[config.mk]
export PLATFORM = sky130hd
export DESIGN_NAME = cc_load_counter
export DESIGN_NICKNAME = d
export VERILOG_FILES = /design/src/rtl/cc_pkg.sv /design/src/rtl/cc_step.sv /design/src/rtl/cc_load_counter.sv
export SDC_FILE = /design/constraint.sdc
export NUM_CORES = 1
export LEC_CHECK = 0
export ABC_AREA = 1
export CAP_MARGIN = 40
export CORE_MARGIN = 2
export CORE_UTILIZATION = 39
export CTS_BUF_LIST = sky130_fd_sc_hd__clkbuf_4 sky130_fd_sc_hd__clkbuf_8
export CTS_CLUSTER_SIZE = 25
export DETAILED_ROUTE_END_ITERATION = 16
export GPL_ROUTABILITY_DRIVEN = 0
export PLACE_DENSITY = 0.67
export REMOVE_ABC_BUFFERS = 1
export SLEW_MARGIN = 10
export SYNTH_ARGS = -nofsm -noshare
export SYNTH_HDL_FRONTEND = slang
export SYNTH_SLANG_ARGS = --single-unit
[constraint.sdc]
create_clock -name clk_pad -period 1.9 [get_ports clk_pad]
set_input_delay 0.38 -clock clk_pad [delete_from_list [all_inputs] [get_ports clk_pad]]
set_output_delay 0.38 -clock clk_pad [all_outputs]
set_load 0.01 [all_outputs]
[src/rtl/cc_pkg.sv]
// ============================================================================
// Module  : cc_pkg
// Brief   : Shared state encoding and direction constants for the load counter.
// Revision: 1.0
// ============================================================================
`default_nettype none

package cc_pkg;

  typedef enum logic [1:0] {
    IDLE = 2'd0,
    RUN  = 2'd1,
    DONE = 2'd2
  } cc_state_t;

  localparam logic CC_DIR_UP = 1'b1;
  localparam logic CC_DIR_DN = 1'b0;

endpackage

`default_nettype wire

[src/rtl/cc_step.sv]
// ============================================================================
// Module  : cc_step
// Brief   : Combinational up/down successor with terminal-count detection.
// Revision: 1.0
// ============================================================================
`default_nettype none

module cc_step
  import cc_pkg::*;
#(
  parameter int WIDTH = 8,
  parameter int WRAP  = 1
) (
  input  logic [WIDTH-1:0] q,
  input  logic             dir,
  output logic [WIDTH-1:0] next_q,
  output logic             is_term
);

  localparam logic [WIDTH-1:0] ONE = {{(WIDTH-1){1'b0}}, 1'b1};

  always_comb begin
    is_term = (dir == CC_DIR_UP) ? (&q) : (~|q);
    next_q  = (dir == CC_DIR_UP) ? (q + ONE) : (q - ONE);
    // Without wrap the counter parks on the terminal value.
    if (is_term && (WRAP == 0)) begin
      next_q = q;
    end
  end

endmodule

`default_nettype wire

[src/rtl/cc_load_counter.sv]
// ============================================================================
// Module  : cc_load_counter
// Brief   : Loadable up/down counter with IDLE/RUN/DONE control and TC pulse.
//           Optional macro CC_LOAD_COUNTER_PARITY_EN adds registered par_pad.
// Revision: 1.0
// ============================================================================
`default_nettype none

module cc_load_counter
  import cc_pkg::*;
#(
  parameter int WIDTH = 8,
  parameter int WRAP  = 1
) (
  input  logic             clk_pad,
  input  logic             rst_pad,
  input  logic             en_pad,
  input  logic             ld_valid_pad,
  output logic             ld_ready_pad,
  input  logic [WIDTH-1:0] ld_data_pad,
  input  logic             dir_pad,
  input  logic             cnt_en_pad,
  input  logic             stop_pad,
  output logic [WIDTH-1:0] q_pad,
  output logic             tc_pad,
  output logic             run_pad
`ifdef CC_LOAD_COUNTER_PARITY_EN
  ,
  output logic             par_pad
`endif
);

  cc_state_t        state;
  cc_state_t        state_nxt;
  logic [WIDTH-1:0] q_nxt;
  logic             tc_nxt;
  logic [WIDTH-1:0] step_q;
  logic             step_term;
  logic             load;

  cc_step #(
    .WIDTH (WIDTH),
    .WRAP  (WRAP)
  ) u_step (
    .q       (q_pad),
    .dir     (dir_pad),
    .next_q  (step_q),
    .is_term (step_term)
  );

  always_ff @(posedge clk_pad or posedge rst_pad) begin
    if (rst_pad) begin
      state   <= IDLE;
      q_pad   <= '0;
      tc_pad  <= 1'b0;
      run_pad <= 1'b0;
    end else begin
      state   <= state_nxt;
      q_pad   <= q_nxt;
      tc_pad  <= tc_nxt;
      run_pad <= (state_nxt == RUN);
    end
  end

`ifdef CC_LOAD_COUNTER_PARITY_EN
  always_ff @(posedge clk_pad or posedge rst_pad) begin
    if (rst_pad) begin
      par_pad <= 1'b0;
    end else begin
      par_pad <= ^q_nxt;
    end
  end
`endif

  // Priority: enable-low clear, then load, then stop, then count.
  always_comb begin
    state_nxt = state;
    q_nxt     = q_pad;
    tc_nxt    = 1'b0;
    load      = ld_valid_pad & ld_ready_pad;
    if (!en_pad) begin
      state_nxt = IDLE;
      q_nxt     = '0;
    end else if (load) begin
      state_nxt = RUN;
      q_nxt     = ld_data_pad;
    end else if (state == RUN) begin
      if (stop_pad) begin
        state_nxt = IDLE;
      end else if (cnt_en_pad) begin
        q_nxt  = step_q;
        tc_nxt = step_term;
        if (step_term && (WRAP == 0)) begin
          state_nxt = DONE;
        end
      end
    end
  end

  always_comb begin
    ld_ready_pad = en_pad & (state != RUN);
  end

endmodule

`default_nettype wire

==> impl_metrics.env <==
export IMPL_status="completed"
export IMPL_area_delta_synth_final_pct=44.0
export IMPL_fill_cells=202
export IMPL_wire_per_inst_um=12.0
export IMPL_drive_gt1_share_pct=15.9
export IMPL_p_leak_nw=0.758
export IMPL_syn_inst=142
export IMPL_avgSynthCellArea_um2=6.78
export IMPL_initial_core_util_pct=42.3
export IMPL_synth_area_leader_cell="dfrtp_1"
export IMPL_clk_pin_slew_worst_paths_ps=90
export IMPL_cts_path_max_buffers=2
export IMPL_postCtsSetupBuffers=0
export IMPL_crit_path_max_fanout=6
export IMPL_cpMaxStageDelayCell="clkdlybuf4s50_1"
export IMPL_grt_total_usage_pct=19.7
export IMPL_min_period_ps=1730
export IMPL_pwr_density_cell_mw_per_mm2=710
export IMPL_core_area_mm2=0.00228
export IMPL_grt_pass1_vias=950
export IMPL_dieHeight_um=53.7
export IMPL_syn_area_um2=962
export IMPL_totalWireLength_um=2520
export IMPL_critPathTopFamily="buffers and inverters"
export IMPL_ir_drop_mv=0.583
export IMPL_die_w_um=53.7
export IMPL_cts_sink_count=12
export IMPL_port_buffers=25
export IMPL_grt_pass1_wl_um=4040
export IMPL_post_drt_via_cell_ratio=4.87
export IMPL_holdBufCountCts=0
export IMPL_synth_area_top_cells="dfrtp_1 31%, nand2_1 16%, inv_1 9.4%"
export IMPL_grt_max_degree=13
export IMPL_rows=17
export IMPL_nNetsFinal=205
export IMPL_final_max_slew_viol_count=0
export IMPL_final_util_pct=60.9
export IMPL_hp_class="in2async"
export IMPL_ys_ff_latch=12
export IMPL_endpoint_kind="output port"
export IMPL_die_area_mm2=0.00288
export IMPL_fin_skew_ps=8.34
export IMPL_drc=0
export IMPL_holdWs_ps=415
export IMPL_crit_chain="clkdlybuf4s50_1"
export IMPL_ant_nets=0
export IMPL_root_buffer="clkbuf_4"
export IMPL_cts_tree="built"
export IMPL_netlist_area_leader_share_pct=31.2
export IMPL_p_total_mw=0.983
export IMPL_dr_total_vias=1023
export IMPL_multi_input_area_um2=568
export IMPL_worstSkewPairLatency_ps=280
export IMPL_path_buf_inv=1
export IMPL_synthFlopType="dfrtp_1"
export IMPL_critPathRequiredTime_ps=1520
export IMPL_timing_final_crit_share_pct=91.3
export IMPL_ys_top_cells_by_count="41 x nand2_1, 24 x inv_1, 12 x dfrtp_1, 12 x nor2_1, 9 x nand3_1"
export IMPL_fmax_mhz=577
export IMPL_final_setup_tns_ps=0
export IMPL_ioPinCount=26
export IMPL_hpwl_um=1930
export IMPL_cts_htree_levels=1
export IMPL_start_kind="flop"
export IMPL_yosysMostFrequentCell="nand2_1"
export IMPL_async_flop_share_pct=100
export IMPL_max_cap_viol_count=0
export IMPL_cp_slowest_stage_delay_ps=590
export IMPL_ff_latch_area_um2=300
export IMPL_synth_edff_count=0
export IMPL_critPathKind="reg2out"
export IMPL_setup_violations_final=0
export IMPL_grt_overflow_total=0
export IMPL_antenna_found_initial=0
export IMPL_rrSetupSlack_ps=290
export IMPL_antennaDiodeCount=0
export IMPL_drt_pass1_iter_count=4
export IMPL_synth_cell_types=25
export IMPL_relSlewSlack_pct=66.5
export IMPL_crit_arrival_ps=1350
export IMPL_worstMarginPinSlew_ps=502
export IMPL_ys_seq_area_share_pct=31.2
export IMPL_hold_viol=0
export IMPL_synth_warnings=0
export IMPL_rsz0062_at_grt="false"
export IMPL_drtIter0Drc=8
export IMPL_cts_buffers_inserted=3
## repair_timing
item | in CTS | in global routing
gates resized for setup | 1 | 5
pin swaps | 0 | 1
setup endpoints to repair | 1 | 5
## area by class of cell
| class | instances | area share (%) |
|---|---|---|
| clock buffers | 4 | 2.62 |
| inverters | 26 | 7.23 |
| multi-input cells | 103 | 41.0 |
| flip-flops and latches | 12 | 21.7 |
| well taps | 28 | 2.53 |
| repair buffers | 37 | 24.9 |
## flip-flops by register name, summed over array words and instances (netlist names)
name and count:
q_pad 8, state 2, run_pad 1, tc_pad 1
## logic make-up after synthesis
family          count (synthesis)  synth area share (%)
flops                          12                  31.2
fa+ha+maj                       7                  9.88
buf+inv                        27                  11.3
compound gates                 20                  12.2
simple gates                   76                  35.4
## path summary, 6_finish.rpt
kind | endpoint | startpoint | cells after the start
max | q_pad[0] | q_pad[0] | 1
min reg2reg | q_pad[7] | q_pad[7] | 2
min in group clk_pad | q_pad[7] | q_pad[7] | 2
max in group asynchronous | q_pad[4] | rst_pad | 2
min | q_pad[7] | rst_pad | 2
max reg2reg | q_pad[4] | q_pad[0] | 8
## power by group
group          leakage, nW  switching (mW)  total, mW  internal (mW)
clock               0.0210          0.0999      0.217          0.117
combinational        0.578           0.215      0.437          0.223
sequential           0.160          0.0449      0.330          0.285
total                0.758           0.360      0.983          0.624
## per-layer routing
layer | wire length (um) | vias up | track usage [%]
met1 | 1180 | 465 | 26.1
met2 | 1220 | 24 | 32.9
met4 | 15 | 0 | 5.13
met5 | 0 | - | 0
met3 | 109 | 2 | 3.33
li1 | - | 532 | -
## metrics by stage
stage	cells	setup slack (ps)	cell area [um2]
6_report	210	166	1390
5_1_grt	210	116	1390
4_1_cts	210	0.601	1360
3_5_place_dp	206	-292	1330
3_3_place_gp	206	-272	1330
2_1_floorplan	141	304	951
## placed cells by master, fill, tap and decap left out, types with 2 or more instances in the layout
cell             Yosys  routed
nand2_1             41      41
inv_1               24      23
clkdlybuf4s50_1      0      23
buf_4                0      12
dfrtp_1             12      12
nor2_1              12      11
nand3_1              9       9
o21ai_0              6       6
o21ai_1              5       5
ha_1                 6       5
a21oi_1              4       4
nor3_1               3       3
clkbuf_4             0       3
inv_2                2       2
nand2_4              2       2
nand4_1              2       2
nor2_2               1       2
nand3b_1             2       2
o21ai_2              2       2
dlymetal6s2s_1       0       2
(Power assumes the default switching activity.)
